--- src/rtl/mem_pkg.sv ---
// Shared types and constants for the memory access stage.
package mem_pkg;

    // Control states of the memory stage.
    typedef enum logic [1:0] {
        IDLE = 2'd0,
        REQ  = 2'd1,
        RESP = 2'd2
    } state_t;

    // Error code that travels with every writeback beat.
    typedef enum logic [1:0] {
        ERR_NONE     = 2'b00,
        ERR_MISALIGN = 2'b01,
        ERR_TIMEOUT  = 2'b10,
        ERR_ILLEGAL  = 2'b11
    } err_t;

    // Op codes of the word load and word store instructions.
    localparam logic [4:0] OP_LW = 5'b10100;
    localparam logic [4:0] OP_SW = 5'b10101;

    // A word access is legal only when the byte address has zero low bits.
    function automatic logic is_word_aligned(input logic [1:0] addr_lsb);
        return (addr_lsb == 2'b00);
    endfunction

endpackage

--- src/rtl/mem_timeout_ctr.sv ---
// Counts consecutive un-acknowledged request cycles and flags the last one.
module mem_timeout_ctr #(
    parameter int TIMEOUT = 16
) (
    input  logic clk,
    input  logic rst,
    input  logic i_clear,
    input  logic i_enable,
    output logic o_expired
);

    localparam int CNT_W = $clog2(TIMEOUT + 1);
    localparam logic [CNT_W-1:0] LAST_CNT = CNT_W'(TIMEOUT - 1);

    logic [CNT_W-1:0] r_count;

    // Counter holds the number of request cycles already spent without ack.
    always_ff @(posedge clk or negedge rst) begin
        if (!rst) begin
            r_count <= '0;
        end else if (i_clear) begin
            r_count <= '0;
        end else if (i_enable) begin
            r_count <= r_count + CNT_W'(1);
        end
    end

    // The cycle that sees TIMEOUT-1 earlier misses is the TIMEOUT-th one.
    assign o_expired = (r_count == LAST_CNT);

endmodule

--- src/rtl/mem_access_unit.sv ---
// Memory stage: passes ALU results through and runs word loads/stores
// over a req/ack bus, producing one registered writeback beat each.
module mem_access_unit
    import mem_pkg::*;
#(
    parameter int TIMEOUT = 16,
    parameter int ADDR_W  = 32
) (
    input  logic              clk,
    input  logic              rst,
    input  logic              in_valid,
    output logic              in_ready,
    input  logic [4:0]        ALUop_i,
    input  logic [ADDR_W-1:0] ALUOut,
    input  logic [31:0]       DataOutReg2,
    input  logic              MemRead,
    input  logic              MemWrite,
    input  logic [4:0]        rd_i,
    output logic              mem_req,
    output logic              mem_we,
    output logic [ADDR_W-1:0] mem_addr,
    output logic [31:0]       mem_wdata,
    input  logic [31:0]       mem_rdata,
    input  logic              mem_ack,
    output logic              wb_valid,
    output logic              wb_we,
    output logic [4:0]        wb_rd,
    output logic [31:0]       wb_data,
    output logic [4:0]        wb_op,
    output logic [1:0]        err
);

    state_t      r_state;
    logic [4:0]  r_rd;
    logic [4:0]  r_op;
    logic        r_is_store;
    logic        r_timed_out;
    logic [31:0] r_rdata;

    logic        w_accept;
    logic        w_clear;
    logic        w_count;
    logic        w_expired;

    assign in_ready = (r_state == IDLE);
    assign w_accept = in_valid && in_ready;

    // The counter only runs while a request is pending and unanswered.
    assign w_clear  = (r_state != REQ);
    assign w_count  = (r_state == REQ) && !mem_ack;

    mem_timeout_ctr #(
        .TIMEOUT (TIMEOUT)
    ) u_timeout_ctr (
        .clk       (clk),
        .rst       (rst),
        .i_clear   (w_clear),
        .i_enable  (w_count),
        .o_expired (w_expired)
    );

    // Control FSM with all bus and writeback outputs registered.
    always_ff @(posedge clk or negedge rst) begin
        if (!rst) begin
            r_state     <= IDLE;
            r_rd        <= '0;
            r_op        <= '0;
            r_is_store  <= 1'b0;
            r_timed_out <= 1'b0;
            r_rdata     <= '0;
            mem_req     <= 1'b0;
            mem_we      <= 1'b0;
            mem_addr    <= '0;
            mem_wdata   <= '0;
            wb_valid    <= 1'b0;
            wb_we       <= 1'b0;
            wb_rd       <= '0;
            wb_data     <= '0;
            wb_op       <= '0;
            err         <= ERR_NONE;
        end else begin
            // Writeback is a single-cycle pulse; idle values are zero.
            wb_valid <= 1'b0;
            wb_we    <= 1'b0;
            wb_rd    <= '0;
            wb_data  <= '0;
            wb_op    <= '0;
            err      <= ERR_NONE;

            case (r_state)
                IDLE: begin
                    if (w_accept) begin
                        r_rd       <= rd_i;
                        r_op       <= ALUop_i;
                        r_is_store <= MemWrite;
                        if (MemRead && MemWrite) begin
                            wb_valid <= 1'b1;
                            wb_rd    <= rd_i;
                            wb_op    <= ALUop_i;
                            err      <= ERR_ILLEGAL;
                        end else if (!MemRead && !MemWrite) begin
                            wb_valid <= 1'b1;
                            wb_we    <= (rd_i != 5'd0);
                            wb_rd    <= rd_i;
                            wb_data  <= 32'(ALUOut);
                            wb_op    <= ALUop_i;
                        end else if (!is_word_aligned(ALUOut[1:0])) begin
                            wb_valid <= 1'b1;
                            wb_rd    <= rd_i;
                            wb_data  <= 32'(ALUOut);
                            wb_op    <= ALUop_i;
                            err      <= ERR_MISALIGN;
                        end else begin
                            mem_req   <= 1'b1;
                            mem_we    <= MemWrite;
                            mem_addr  <= ALUOut;
                            mem_wdata <= MemWrite ? DataOutReg2 : 32'd0;
                            r_state   <= REQ;
                        end
                    end
                end

                REQ: begin
                    // An ack in the expiry cycle still completes normally.
                    if (mem_ack) begin
                        mem_req     <= 1'b0;
                        mem_we      <= 1'b0;
                        mem_addr    <= '0;
                        mem_wdata   <= '0;
                        r_rdata     <= r_is_store ? 32'd0 : mem_rdata;
                        r_timed_out <= 1'b0;
                        r_state     <= RESP;
                    end else if (w_expired) begin
                        mem_req     <= 1'b0;
                        mem_we      <= 1'b0;
                        mem_addr    <= '0;
                        mem_wdata   <= '0;
                        r_rdata     <= '0;
                        r_timed_out <= 1'b1;
                        r_state     <= RESP;
                    end
                end

                RESP: begin
                    wb_valid <= 1'b1;
                    wb_rd    <= r_rd;
                    wb_op    <= r_op;
                    if (r_timed_out) begin
                        err <= ERR_TIMEOUT;
                    end else begin
                        wb_data <= r_rdata;
                        wb_we   <= !r_is_store && (r_rd != 5'd0);
                    end
                    r_state <= IDLE;
                end

                default: begin
                    r_state <= IDLE;
                end
            endcase
        end
    end

endmodule

--- config.mk ---
export PLATFORM = sky130hd
export DESIGN_NAME = mem_access_unit
export DESIGN_NICKNAME = d
export VERILOG_FILES = /design/src/rtl/mem_pkg.sv /design/src/rtl/mem_timeout_ctr.sv /design/src/rtl/mem_access_unit.sv
export SDC_FILE = /design/constraint.sdc
export NUM_CORES = 1
export LEC_CHECK = 0
export BUFFER_PORTS_ARGS = -buffer_cell sky130_fd_sc_hd__buf_2
export CORE_AREA = 3 3 102 153
export CTS_BUF_LIST = sky130_fd_sc_hd__clkbuf_4 sky130_fd_sc_hd__clkbuf_8
export DETAILED_ROUTE_END_ITERATION = 12
export DIE_AREA = 0 0 105 156
export GPL_TIMING_DRIVEN = 0
export HOLD_SLACK_MARGIN = 0.05
export PLACE_DENSITY = 0.74
export SLEW_MARGIN = 20
export SYNTH_ARGS = -nofsm -noshare
export SYNTH_HDL_FRONTEND = slang
export SYNTH_SLANG_ARGS = --single-unit
--- constraint.sdc ---
create_clock -name clk -period 1.88 [get_ports clk]
set_input_delay 0.47 -clock clk [delete_from_list [all_inputs] [get_ports clk]]
set_output_delay 0.47 -clock clk [all_outputs]
set_load 0.03 [all_outputs]
Word level (Yosys, flattened, before mapping)
Cells that the tools add are included.

Flip-flop bits (word level): 163. Bits of input ports: 112. Output and inout bits: 113. Word-level logic and storage cells: 117.

Add/subtract/negate cells: 1. Equality and inequality tests: 9. Multiplexer cells: 70. Reductions and logical operators: 20.

Operators by type and width (count): two-way mux 32 bit (18); case mux 32 bit (2 select lines) (3); two-way mux 5 bit (10); two-way mux 1 bit (22); case mux 5 bit (2 select lines) (2); two-way mux 2 bit (9); nonzero test 5 bit (2); case mux 1 bit (2 select lines) (4); case mux 2 bit (2 select lines) (2); != test 2 x 1 -> 1 bit, second input constant (3); AND reduction 6 bit (1); nonzero test 2 bit (3); adder 5 x 1 -> 5 bit, second input constant (1); equality test 5 x 4 -> 1 bit, second input constant (1); logical AND 1 bit (5); AND reduction 5 bit (1); logical NOT 1 bit (4); logical NOT 2 bit (2); != test 2 bit, second input constant (2); AND reduction 2 bit (2); != test 3 x 2 -> 1 bit, second input constant (1); equality test 2 x 1 -> 1 bit, second input constant (1); equality test 2 bit, second input constant (1).

Longest topological paths before layout
Gate-level depths: netlist (run 1).

Depth after elaboration: 6. Mapped depth: 7. Mapped depth without buffers: 6.

Hierarchy
Synthesis (run 1) repeated with hierarchy kept, for this count alone.

Cells, all modules: 774. Area, all modules: 7628.6 um^2.

Modules (own cells, without submodules): mem_access_unit (times used 1, cells an instance 751, area an instance 7358.3 um^2, sequential area each 3953.8 um^2); mem_timeout_ctr (times used 1, cells an instance 23, area an instance 270.3 um^2, sequential area each 125.1 um^2).

Worst setup path before layout (run 1)
OpenSTA, ideal clock, no wires.

Path type: register to register. Start: register u_timeout_ctr.r_count[0]. End: register mem_addr[2]. Setup time: 65 ps. Data arrival time: 1793 ps. Data required time: 1815 ps. Setup slack: 22 ps. Stages on the path, launching flop included: 8. Path buffers: 2. Clock period less this slack: 1858 ps. Cell sequence: dfrtp_1 ha_1 and3_1 ha_1 o21ai_0 buf_2 buf_1 a31o_2.

Word-level cells in the longest chain between the ends: 3.

RTL lines: start, declared (RTL line mem_timeout_ctr.sv:15) `logic [CNT_W-1:0] r_count;`; start signal, assigned (RTL line mem_timeout_ctr.sv:24) `r_count <= r_count + CNT_W'(1);`; equality test 5 x 4 -> 1 bit (RTL line mem_timeout_ctr.sv:29) `assign o_expired = (r_count == LAST_CNT);`; != test 3 x 2 -> 1 bit (no line); AND reduction 6 bit (no line); end signal, assigned (RTL line mem_access_unit.sv:116) `mem_addr <= ALUOut;`; end, declared (RTL line mem_access_unit.sv:21) `output logic [ADDR_W-1:0] mem_addr,`.

No other way between the ends. A chain may end at the register's enable or synchronous reset.

Worst setup path after layout (run 1)
Start: register r_state[1]. End: output in_ready.

Word-level cells in the longest chain between the ends: 1.

RTL lines: start, declared (RTL line mem_access_unit.sv:33) `state_t r_state;`; start signal, assigned (RTL line mem_access_unit.sv:65) `r_state <= IDLE;`; start signal, assigned (RTL line mem_access_unit.sv:118) `r_state <= REQ;`; start signal, assigned (RTL line mem_access_unit.sv:132) `r_state <= RESP;`; logical NOT 2 bit (RTL line mem_access_unit.sv:45) `assign in_ready = (r_state == IDLE);`; end, declared (RTL line mem_access_unit.sv:12) `output logic in_ready,`.

No other way between the ends.

==> summary.md, run 1 <==
| Metric | Value |
|---|---|
| Largest net degree at the start of global routing | `101` |
| Initial core utilization | `46.3%` |
| Final min period | `between 1.5 and 2 ns` |
| Post-Synth XOR/XNOR Area | `less than 1%` |
| Initial antenna violation count | `3` |
| Leak pwr | `4.75 nW` |
| Crit path max-delay family | `buffers and inverters` |
| Critical Path RT | `1.41 ns` |
| Post-synthesis mux area share | `5.08%` |
| Max Buffers Root-to-Sink | `2` |
| Die area | `16400 sq um` |
| Via/cell ratio | `5.50` |
| Final WL | `19100 microns` |
| WP buf/inv | `3` |
| Final-report setup violation count | `0` |
| Least-Margin Pin Slew | `0.845 ns` |
| CTS tree | `done` |
| Final period util | `96.3%` |
| Crit path kind | `register to primary output` |
| Routed wire per std cell | `18.8 microns` |
| CP endpoint kind | `primary output` |
| Worst Path Max Fanout | `10` |
| DP Wirelength | `between 10000 and 15000 microns` |
| Mapped Avg Cell Area | `12.0 sq um` |
| Worst-Skew Late Latency | `around 0.45 ns` |
| Status | `finished, violations left` |
| Fin. max-slew vios | `0` |
| Htree depth | `4` |
| Post-synth net total | `674` |
| Failing checks | `DRC` |
| Startpoint types | `register` |
| Adder-cell share of the synthesized area | `0.374%` |
| Reg2Reg Launch Point | `r_state[1]` |
| Core Box Area | `between 10000 and 15000 sq um` |
| Netlist cell types | `34` |
| Setup ws final | `0.0703 ns` |
| Clk root buf | `clkbuf_8` |
| Hold Fails Final Rpt | `0` |
| Worst endpoint data arrival time | `1.34 ns` |
| Cell row count | `54` |
| Max Cap Viol | `0` |
| # IOs | `225` |
| N_diodes | `0` |
| Number of global-route vias before repair | `5799` |
| Final net count | `925` |
| Post-Synth Simple-Gate Area | `11.0%` |
| GRT Overall Usage | `23.2%` |
| Clock sinks | `about 160` |
| Via count | `5614` |
| Clock Skew | `0.0117 ns` |
| Dpl ws | `-0.395 ns` |
| Mapped Cells | `560` |
| Hold path startpoint | `mem_rdata[18]` |
| Fillers | `~1300` |
| Total CTS buffers | `17` |
| Number of register bits inferred by synthesis | `163` |
| Synth warnings | `0` |
| Final Wtd Congestion | `slightly below 0.9` |
| Final core occ | `60.3%` |
| GRT overflow | `0` |
| Post-Syn Area | `6700 sq um` |
| CP Launch Point | `r_state[1]` |
| # DRC | `1` |
| Initial DRC Count | `365` |
| Share of cells above drive strength 1 | `40.9%` |
| Die height | `156 microns` |
| CTS clk-pin slew, worst paths | `0.09 ns` |
| Min-delay worst type | `input port to register` |
| CP cell instances | `buf_6, buf_8, nor2_4, buf_6` |
| Area Growth Syn to Fin | `30.1%` |
| F_max | `553 MHz` |
| CP max stage cell | `dfrtp_1` |
| First-pass GRT wire length | `30000 microns` |
| 1st-pass router iterations | `9` |
| Cell repeated most along the worst path | `buf_6` |
| Post-synthesis compound-gate area fraction | `between 10% and 20%` |
| CP peak stage delay | `about 0.39 ns` |
| Register area share after synthesis | `60.9%` |
| Pwr per Cell Area | `around 1100 nW/um^2` |
| DRT antenna net count | `0` |
| Slew headroom | `43.2%` |
| Die Width | `approximately 110 microns` |
| Input/output buffers | `223` |
| Main combinational cell family by area after synthesis | `compound AO/OA/AOI/OAI gates` |
| Worst vdd ir | `427 uV` |
==> area by class of cell <==
class	count	area, sq um	share of cell area [%]
multi-input combinational	337	2370	27.3
timing repair buffer	233	1230	14.2
buffer	52	324	3.72
sequential	163	4080	46.8
tap	196	245	2.81
inverter	7	26.3	0.302
clock buffer	17	234	2.69
clock inverter	15	195	2.24
==> report_power, final <==
part           switching (mW)  internal, mW  leakage (nW)
combinational            1.37         0.801          2.40
sequential              0.299          4.05          2.15
clock                    1.36          1.35         0.204
total                    3.03          6.20          4.75
==> worst paths after layout <==
check,endpoint,slack (ns),cells past startpoint
max,in_ready,0.07,4
min,r_rdata[18],0.23,2
max reg2reg,mem_addr[25],0.08,5
min reg2reg,r_op[2],0.49,2
max in group asynchronous,r_state[0],0.47,3
min in group asynchronous,wb_data[19],0.54,2
==> sequential cells by signal (all words and copies together) (netlist names) <==
signal and flops:
err 2, mem_addr 32, mem_req 1, mem_wdata 32, mem_we 1, r_is_store 1
r_op 5, r_rd 5, r_rdata 32, r_state 2, r_timed_out 1, u_timeout_ctr.r_count 5
wb_data 32, wb_op 5, wb_rd 5, wb_valid 1, wb_we 1
==> cell usage after synthesis <==
cell type / instances / area, sq um
a211oi_4: 1 / 20.0
a21oi_1: 13 / 65.1
a22o_1: 64 / 561
a22oi_1: 1 / 7.51
a31o_2: 30 / 263
and2_1: 1 / 6.26
and3_1: 3 / 18.8
and4_1: 30 / 263
buf_1: 4 / 15.0
buf_2: 6 / 30.0
buf_4: 3 / 22.5
buf_6: 4 / 45.0
clkbuf_1: 36 / 135
dfrtp_1: 163 / 4080
ha_1: 2 / 25.0
inv_1: 7 / 26.3
mux2i_1: 34 / 340
nand2_1: 76 / 285
nand2b_1: 2 / 12.5
nand3_1: 1 / 5.00
nand4b_1: 1 / 8.76
nor2_1: 12 / 45.0
nor2b_1: 3 / 18.8
nor3b_2: 3 / 37.5
o2111ai_1: 3 / 26.3
o211ai_1: 7 / 52.6
o21ai_0: 38 / 190
o22ai_1: 1 / 6.26
o31ai_1: 1 / 7.51
or2_2: 2 / 12.5
or3b_1: 1 / 8.76
or4_1: 2 / 15.0
xnor2_1: 2 / 17.5
xor2_1: 3 / 26.3
==> through the flow <==
step / power (mW) / instances / hold slack, ns / instance area (sq um) / setup TNS [ns]
2_1_floorplan: 5.72 / 560 / 0.174 / 6700 / 0
6_report: 9.23 / 1020 / 0.235 / 8710 / 0
3_3_place_gp: 6.45 / 979 / 0.463 / 8060 / -338.37
3_5_place_dp: 6.54 / 980 / 0.445 / 8100 / -27.70
5_1_grt: 9.66 / 1020 / 0.210 / 8710 / -0.00297
4_1_cts: 9.27 / 1013 / 0.202 / 8630 / 0
==> cell usage in the layout (no fill, tap or decap), drive strengths merged <==
| cell type | Yosys | layout |
|---|---|---|
| a22o | 64 | 64 |
| o211ai | 7 | 7 |
| xor2 | 3 | 3 |
| and3 | 3 | 3 |
| inv | 7 | 13 |
| xnor2 | 2 | 2 |
| a31o | 30 | 30 |
| a211oi | 1 | 1 |
| o2111ai | 3 | 3 |
| nor2b | 3 | 3 |
| or3b | 1 | 1 |
| or4 | 2 | 2 |
| mux2i | 34 | 34 |
| o31ai | 1 | 1 |
| dlygate4sd3 | 0 | 1 |
| and2 | 1 | 1 |
| and4 | 30 | 30 |
| a21oi | 13 | 13 |
| o22ai | 1 | 1 |
| nand2b | 2 | 2 |
| nor2 | 12 | 12 |
| bufinv | 0 | 3 |
| nand4b | 1 | 1 |
| o21ai | 38 | 38 |
| nand3 | 1 | 1 |
| clkbuf | 36 | 49 |
| buf | 17 | 252 |
| ha | 2 | 2 |
| dfrtp | 163 | 163 |
| a22oi | 1 | 1 |
| clkinvlp | 0 | 4 |
| or2 | 2 | 2 |
| nor3b | 3 | 3 |
| nand2 | 76 | 76 |
| clkinv | 0 | 2 |
==> what timing repair did <==
item,CTS,global route
hold buffers,1,0
setup endpoints to repair,118,104
resized for setup,38,22
pin swaps,0,1
setup buffers,1,7
endpoints found under the hold margin,63,0
==> logic make-up (layout without fill, tap and decap cells) <==
group	Yosys count	in the layout
flops	163	163
compound gates	159	159
simple gates	137	137
buf+inv	60	324
mux	34	34
xor+xnor	5	5
fa+ha+maj	2	2
==> per-layer routing <==
metal / up-vias / track usage, % / wire length [microns]
li1: 2547 / - / -
met1: 2760 / 26.8 / 7170
met2: 259 / 39.8 / 9830
met3: 44 / 7.37 / 1600
met4: 4 / 9.76 / 496
met5: - / 0 / 27
No activity file was read; power rests on OpenSTA's default activity.
==> run 2: changes to the inputs <==
--- a/config.mk
+++ b/config.mk
@@ -5,11 +5,12 @@
 export SDC_FILE = /design/constraint.sdc
 export NUM_CORES = 1
 export LEC_CHECK = 0
+export ABC_AREA = 1
 export BUFFER_PORTS_ARGS = -buffer_cell sky130_fd_sc_hd__buf_2
-export CORE_AREA = 3 3 102 153
+export CORE_AREA = 3 3 101 151
 export CTS_BUF_LIST = sky130_fd_sc_hd__clkbuf_4 sky130_fd_sc_hd__clkbuf_8
 export DETAILED_ROUTE_END_ITERATION = 12
-export DIE_AREA = 0 0 105 156
+export DIE_AREA = 0 0 104 154
 export GPL_TIMING_DRIVEN = 0
 export HOLD_SLACK_MARGIN = 0.05
 export PLACE_DENSITY = 0.74
==> summary.md, run 2 <==
| Metric | Value |
|---|---|
| Min-delay worst type | `input port to register` |
| Die Width | `104 microns (-0.95%)` |
| FF-to-FF setup slack | `0.11 ns (+0.03 ns)` |
| Initial core utilization | `46.2% (-0.078 points)` |
| Critical Path RT | `2.20 ns (+0.79 ns)` |
| Switching Fraction | `33.3% (+0.51 points)` |
| Input/output buffers | `223 (unchanged)` |
| Area after DPL | `7900 sq um (-2.5%)` |
| 1st-pass router iterations | `4 (-5)` |
| Crit path kind | `register to register` |
| Worst-Skew Late Latency | `0.44 ns (about the same)` |
| Worst endpoint data arrival time | `2.10 ns (+0.76 ns)` |
| Number of synthesized flops with an enable pin | `0 (unchanged)` |
| Least-Margin Pin Slew | `0.571 ns (-0.274 ns)` |
| Worst Path Max Fanout | `10 (unchanged)` |
| Leak pwr | `4.74 nW (-0.11%)` |
| Netlist cell types | `24 (-29%)` |
| Setup TNS Final | `0 ns (unchanged)` |
| Most frequent cell after synthesis | `dfrtp_1` |
| Final min period | `1.77 ns (-0.0347 ns)` |
| Mapped Cells | `676 (+21%)` |
| Pwr per Cell Area | `1050 nW/um^2 (-1.1%)` |
| Fin area | `8370 sq um (-3.9%)` |
| Total CTS buffers | `17 (unchanged)` |
| DP Wirelength | `13600 microns (-3.6%)` |
| Final Wtd Congestion | `0.842 (-5.0%)` |
| Worst flop-to-flop path endpoint | `mem_wdata[5]` |
| Most common cell after layout, fill and taps aside | `buf_2` |
| CTS clk-pin slew, worst paths | `0.09 ns (about the same)` |
| Slew headroom | `61.9% (+19 points)` |
| Max Buffers Root-to-Sink | `2 (unchanged)` |
| Crit path capture | `mem_wdata[5]` |
| Largest net degree at the start of global routing | `94 (-6.9%)` |
| Final net count | `1038 (+12%)` |
| Clock Skew | `0.0182 ns (+0.00647 ns)` |
| Commonest non-fill, non-tap cells in the layout | `234 x buf_2, 163 x dfrtp_1, 128 x nand3_1` |
| Number of register bits inferred by synthesis | `163 (unchanged)` |
| Post-synth net total | `790 (+17%)` |
| Share of cells above drive strength 1 | `32.2% (-8.7 points)` |
| RSZ-0062 raised after global routing | `yes` |
| Routed wire per std cell | `16.0 microns (-15%)` |
| Die height | `154 microns (-1.3%)` |
| Number of global-route vias before repair | `5493 (-5.3%)` |
| Core Box Area | `14100 sq um (-2.8%)` |
| Worst vdd ir | `568 uV (+33%)` |
| Commonest cells in the netlist | `163 x dfrtp_1, 128 x nand3_1, 124 x nand2_1` |
| Cell taking the most area after synthesis | `dfrtp_1` |
| DRT antenna net count | `0 (unchanged)` |
| P_sw | `2.92 mW (-3.4%)` |
| Initial DRC Count | `273 (-25%)` |
| Hold Fails Final Rpt | `0 (unchanged)` |
| Combinational share of power | `23.3% (-0.2 points)` |
| Final period util | `94.4% (-1.8 points)` |
| CP Launch Point | `u_timeout_ctr.r_count[0]` |
| Share of the synthesized area in the top cell type | `62.7% (+1.8 points)` |
| R2R cell count | `11 (+6)` |
| Htree depth | `4 (unchanged)` |
| Via/cell ratio | `4.84 (-12%)` |
| Synth warnings | `0 (unchanged)` |
| Clock share of power | `28.4% (-0.9 points)` |
| First-pass GRT wire length | `28200 microns (-5.8%)` |
| Area Growth Syn to Fin | `28.8%` |
| Final WL | `18100 microns (-5.5%)` |
| Status | `completed` |
| CTS tree | `done` |
| CP endpoint kind | `register` |
| Internal | `5.85 mW (-5.7%)` |
| Post-Syn Area | `6500 sq um (-2.9%)` |
| # IOs | `225 (unchanged)` |
| GRT Overall Usage | `22.4% (-0.77 points)` |
| Clk root buf | `clkbuf_8` |
| Mapped Avg Cell Area | `9.62 sq um (-20%)` |
| Initial antenna violation count | `1 (-2)` |
| Clock sinks | `163 (unchanged)` |
| Max Cap Viol | `0 (unchanged)` |
| Cell row count | `53 (-1.9%)` |
| Die area | `16000 sq um (-2.2%)` |
| Leading register cell type out of synthesis | `dfrtp_1` |
| Startpoint types | `register` |
| Reg2Reg Launch Point | `u_timeout_ctr.r_count[0]` |
| F_max | `563 MHz (+2.0%)` |
| # DRC | `0 (-1)` |
| Register area share after synthesis | `62.7% (+1.8 points)` |
| Synth area leaders | `dfrtp_1 63%, nand3_1 9.9%, nand2_1 7.2%` |
| GRT overflow | `0 (unchanged)` |
| Fin. max-slew vios | `0 (unchanged)` |
| Final-report setup violation count | `0 (unchanged)` |
| Sequential share of power | `48.3% (+1.2 points)` |
| Via count | `5473 (-2.5%)` |
| FFs w/ async S/R, synth | `100% (unchanged)` |
## run 2: power by group through the flow
stage | clock network (mW) | logic (mW) | registers (mW)
after floorplan | 0 | 0.690 | 4.89
final | 2.50 | 2.04 | 4.24
after CTS | 2.54 | 2.05 | 4.23
after detailed placement | 0 | 2.04 | 4.30
after global routing | 2.72 | 2.23 | 4.30
after global placement | 0 | 2.00 | 4.29
## run 2: metrics by stage
step / setup WS [ns] / hold WS, ns / total power, mW / instances / util, %
final: 0.105 / 0.241 / 8.77 / 1130 / 59.6
after global routing: -0.00756 / 0.226 / 9.24 / 1130 / 59.6
after CTS: 0.00282 / 0.218 / 8.82 / 1125 / 59.1
after detailed placement: -0.123 / 0.458 / 6.35 / 1092 / 56.2
after global placement: -2.12 / 0.455 / 6.28 / 1091 / 55.9
after floorplan: 0.195 / 0.174 / 5.58 / 676 / -
## run 2: worst min path at each step
stage / from / to / slack [ns] / cells past startpoint
after global routing: ALUOut[8] / mem_addr[8] / 0.23 / 3
after global placement: mem_req / mem_req / 0.46 / 2
after floorplan: rst / err[0] / 0.17 / 0
after CTS: ALUOut[8] / mem_addr[8] / 0.22 / 3
final: ALUOut[8] / mem_addr[8] / 0.24 / 3
after detailed placement: rst / mem_req / 0.46 / 1
## run 2: area by class of cell
class	instances	area [sq um]
multi-input cells	377	1840
plain buffers	43	264
inverters	94	355
flip-flops and latches	163	4080
fillers	1311	5680
clock inverters	12	118
well taps	192	240
repair buffers	228	1200
diodes	1	2.50
clock buffers	20	275
## run 2: what timing repair did
action | 4_1_cts | 5_1_grt
resized for setup | 2 | 7
hold buffers | 1 | 0
endpoints found under the hold margin | 70 | 0
gates cloned | 0 | 2
setup endpoints to repair | 23 | 60
pin swaps | 0 | 2
setup buffers | 0 | 2
## run 2: logic make-up after synthesis
group	share of synthesized area, %
compound gates	8.18
simple gates	19.4
fa+ha+maj	0.385
flops	62.7
buf+inv	9.30
## run 2: routing by layer
layer,wire length [microns],global-route usage (%),up-vias
li1,-,-,2699
met1,6780,25.3,2557
met2,9780,40.7,190
met3,1100,5.17,27
met4,434,8.87,0
met5,0,0,-
## run 2: critical path, cell delays in order, from the launching register on
cell and delay [ns]:
dfrtp_1 0.39, ha_2 0.20, inv_1 0.05, nor2_1 0.12, ha_2 0.21, nor2_4 0.05, nor2_4 0.16, inv_4 0.07
buf_8 0.14, buf_8 0.13, nand3_1 0.07, nand2_1 0.07
==> run 3: changes to the inputs <==
--- a/config.mk
+++ b/config.mk
@@ -17,4 +17,5 @@
 export SLEW_MARGIN = 20
 export SYNTH_ARGS = -nofsm -noshare
 export SYNTH_HDL_FRONTEND = slang
+export SYNTH_HIERARCHICAL = 1
 export SYNTH_SLANG_ARGS = --single-unit
==> constraint.sdc (replaced) <==
create_clock -name clk -period 1.88 [get_ports clk]
set_input_delay 0.564 -clock clk [delete_from_list [all_inputs] [get_ports clk]]
set_output_delay 0.564 -clock clk [all_outputs]
set_load 0.03 [all_outputs]
==> summary.md, run 3 <==
| Metric | Value |
|---|---|
| Die height | `154 microns (unchanged)` |
| Synth warnings | `6 (+6)` |
| R2R cell count | `9 (-2)` |
| # IOs | `225 (unchanged)` |
| Final min period | `1.85 ns (+0.0779 ns)` |
| Mapped Cells | `676 (unchanged)` |
| Worst Path Max Fanout | `7 (-3)` |
| Commonest non-fill, non-tap cells in the layout | `234 x buf_2, 189 x nand2_1, 162 x dfrtp_1` |
| Htree depth | `4 (unchanged)` |
| WP buf/inv | `2 (-2)` |
| Area Growth Syn to Fin | `30.5%` |
| Number of synthesized flops with an enable pin | `0 (unchanged)` |
| Initial core utilization | `46.3% (+0.089 points)` |
| Crit path kind | `register to primary output` |
| Worst endpoint data arrival time | `1.29 ns (-0.81 ns)` |
| Input/output buffers | `223 (unchanged)` |
| Setup ws final | `0.0272 ns (-0.0779 ns)` |
| Final WL | `18700 microns (+3.5%)` |
| FFs w/ async S/R, synth | `100% (unchanged)` |
| CP peak stage delay | `0.43 ns (+0.04 ns)` |
| Post-synthesis compound-gate area fraction | `8.64% (+0.46 points)` |
| CP max stage cell | `dfrtp_2` |
| First-pass GRT wire length | `29500 microns (+4.4%)` |
| Synth area leaders | `dfrtp_1 63%, nand2_1 11%, nand3_1 5.1%` |
| Busiest grt layer | `met2` |
| Max Buffers Root-to-Sink | `2 (unchanged)` |
| M3 GR Usage | `4.83% (-0.34 points)` |
| Max Cap Viol | `0 (unchanged)` |
| Least-Margin Pin Slew | `0.614 ns (+0.0426 ns)` |
| Largest net degree at the start of global routing | `95 (+1.1%)` |
| Worst vdd ir | `559 uV (-1.5%)` |
| Min-delay worst type | `input port to asynchronous set/reset pin` |
| Worst-Skew Late Latency | `0.46 ns (+0.02 ns)` |
| Share of the synthesized area in the top cell type | `62.6% (-0.12 points)` |
| 1st-pass router iterations | `5 (+1)` |
| Final net count | `1046 (+0.77%)` |
| Via count | `5698 (+4.1%)` |
| Met2 usage | `39.3% (-1.4 points)` |
| Clk root buf | `clkbuf_8` |
| # placed instances | `1092 (unchanged)` |
| Dpl ws | `-0.157 ns (-0.0334 ns)` |
| Adder-cell share of the synthesized area | `0.384% (-0.00074 points)` |
| Pwr per Cell Area | `982 nW/um^2 (-6.3%)` |
| Leak pwr | `4.73 nW (-0.18%)` |
| Initial antenna violation count | `1 (unchanged)` |
| Startpoint types | `register` |
| Final period util | `98.6% (+4.1 points)` |
| Total CTS buffers | `17 (unchanged)` |
| Hold Fails Final Rpt | `0 (unchanged)` |
| Cell row count | `53 (unchanged)` |
| F_max | `540 MHz (-4.2%)` |
| Clock sinks | `163 (unchanged)` |
| Slew headroom | `59.1% (-2.8 points)` |
| Number of global-route vias before repair | `5738 (+4.5%)` |
| RSZ-0062 raised after global routing | `yes` |
| Via/cell ratio | `5.01 (+3.4%)` |
| Die Width | `104 microns (unchanged)` |
| Most common cell after layout, fill and taps aside | `buf_2` |
| Post-Synth XOR/XNOR Area | `0% (unchanged)` |
| Register area share after synthesis | `62.6% (-0.12 points)` |
| DP Wirelength | `13300 microns (-2.8%)` |
| FF-to-FF setup slack | `0.03 ns (-0.08 ns)` |
| Cell taking the most area after synthesis | `dfrtp_1` |
| CTS tree | `done` |
| Commonest cells in the netlist | `189 x nand2_1, 163 x dfrtp_1, 66 x nand3_1` |
| Leading register cell type out of synthesis | `dfrtp_1` |
| Mapped Avg Cell Area | `9.64 sq um (+0.19%)` |
| DRT antenna net count | `0 (unchanged)` |
| Power Total | `8.35 mW (-4.8%)` |
| Most frequent cell after synthesis | `nand2_1` |
| # DRC | `0 (unchanged)` |
| GR Util met1 | `29.3% (+4.0 points)` |
| Reg2Reg Launch Point | `u_timeout_ctr/r_count[1]` |
| Number of register bits inferred by synthesis | `163 (unchanged)` |
| Critical Path RT | `1.32 ns (-0.88 ns)` |
| Fin cells | `1138 (+0.71%)` |
| Initial DRC Count | `223 (-18%)` |
| Core Box Area | `14100 sq um (unchanged)` |
| CP endpoint kind | `primary output` |
| Final-report setup violation count | `0 (unchanged)` |
| Post-synth net total | `790 (unchanged)` |
| Status | `completed` |
| Routed wire per std cell | `16.4 microns (+2.8%)` |
| Worst flop-to-flop path endpoint | `mem_addr[23]` |
| Final Wtd Congestion | `0.802 (-4.7%)` |
| Post-Synth Simple-Gate Area | `21.1% (+1.7 points)` |
| CP cell instances | `nor2_4, buf_12, buf_8` |
| Share of cells above drive strength 1 | `33.2% (+1.0 points)` |
| Netlist cell types | `28 (+17%)` |
| Fin. max-slew vios | `0 (unchanged)` |
| Hold_buf cts | `0 (-1)` |
| Hold_ws | `0.0482 ns (-0.192 ns)` |
| GRT overflow | `0 (unchanged)` |
| Post-synthesis mux area share | `0% (unchanged)` |
| Main combinational cell family by area after synthesis | `simple AND/OR/NAND/NOR gates` |
| Die area | `16000 sq um (unchanged)` |
| Final core occ | `60.5% (+0.92 points)` |
| Crit path max-delay family | `flip-flops` |
| GRT Overall Usage | `23.2% (+0.81 points)` |
| Fillers | `1294 (-1.3%)` |
| Clock Skew | `0.0190 ns (+0.000869 ns)` |
| Post-Syn Area | `6510 sq um (+0.19%)` |
| CTS clk-pin slew, worst paths | `0.10 ns (about the same)` |
## run 3: changes by cell type in the layout (fill, tap and decap cells not counted), moves of 3 or more
| cell | change |
|---|---|
| nor2_2 | -4 |
| o21ai_0 | +6 |
| nand2_1 | +65 |
| buf_6 | +5 |
| inv_1 | -37 |
| clkinvlp_4 | -3 |
| clkbuf_8 | -3 |
| buf_4 | +3 |
| nand3_1 | -62 |
| nand4_1 | +32 |
| nor3_1 | -3 |
| o21ai_1 | -5 |
## run 3: layout make-up
type                            instances  area [sq um]  area share, %
Antenna cell                            1          2.50         0.0294
Sequential cell                       163          4080           48.0
Timing Repair Buffer                  237          1300           15.2
Buffer                                 46           299           3.52
Multi-Input combinational cell        413          2020           23.7
Inverter                               54           203           2.38
Clock inverter                         14           121           1.43
Tap cell                              192           240           2.83
Clock buffer                           18           241           2.84
## run 3: worst reg2reg max path: stages, from the launching register on
cell	delay, ns
dfrtp_1	0.38
ha_2	0.20
and3_4	0.19
ha_4	0.13
inv_2	0.05
a31oi_4	0.28
nand2_4	0.20
buf_6	0.21
nand2_1	0.07
nand2_1	0.06
## run 3: metal layers
layer	part of all wire, %	wire, microns
met1	41	7730
met4	2.3	429
met5	0	0
met2	51	9540
met3	5.4	1020
## run 3: where the power goes
| group | leakage, nW | total (mW) | internal, mW | switching, mW |
|---|---|---|---|---|
| logic | 2.37 | 1.88 | 0.576 | 1.30 |
| clock network | 0.185 | 2.39 | 0.967 | 1.43 |
| registers | 2.17 | 4.08 | 3.92 | 0.157 |
| total | 4.73 | 8.35 | 5.47 | 2.88 |
## run 3: worst max path at each step
stage	start	to	slack, ns	depth (start not counted)
floorplan	u_timeout_ctr/r_count[0]	mem_addr[10]	0.13	9
global placement	rst	mem_wdata[7]	-2.23	1
detailed placement	u_timeout_ctr/r_count[0]	mem_addr[23]	-0.16	9
CTS	r_state[1]	in_ready	-0.05	3
global route	u_timeout_ctr/r_count[1]	mem_addr[7]	-0.03	9
finish	r_state[1]	in_ready	0.03	3
## run 3: logic make-up (layout without fill, tap and decap cells)
family	after synthesis	after routing
and+or+nand+nor	312	313
other	0	1
adders and majority gates	2	2
buffers and inverters	101	369
DFF	163	163
AOI/OAI and AO/OA	98	98
## run 3: per-stage QoR
| step | TNS (ns) | area [sq um] |
|---|---|---|
| 2_1_floorplan | 0 | 6510 |
| 3_3_place_gp | -370.90 | 7870 |
| 3_5_place_dp | -9.21 | 7910 |
| 4_1_cts | -0.972 | 8330 |
| 5_1_grt | -0.418 | 8500 |
| 6_report | 0 | 8500 |
## run 3: repair_timing
action | CTS | global route
gates resized for setup | 15 | 10
buffers inserted | 2 | 9
gates cloned | 0 | 3
pin swaps | 1 | 2
endpoints found under the setup margin | 94 | 98
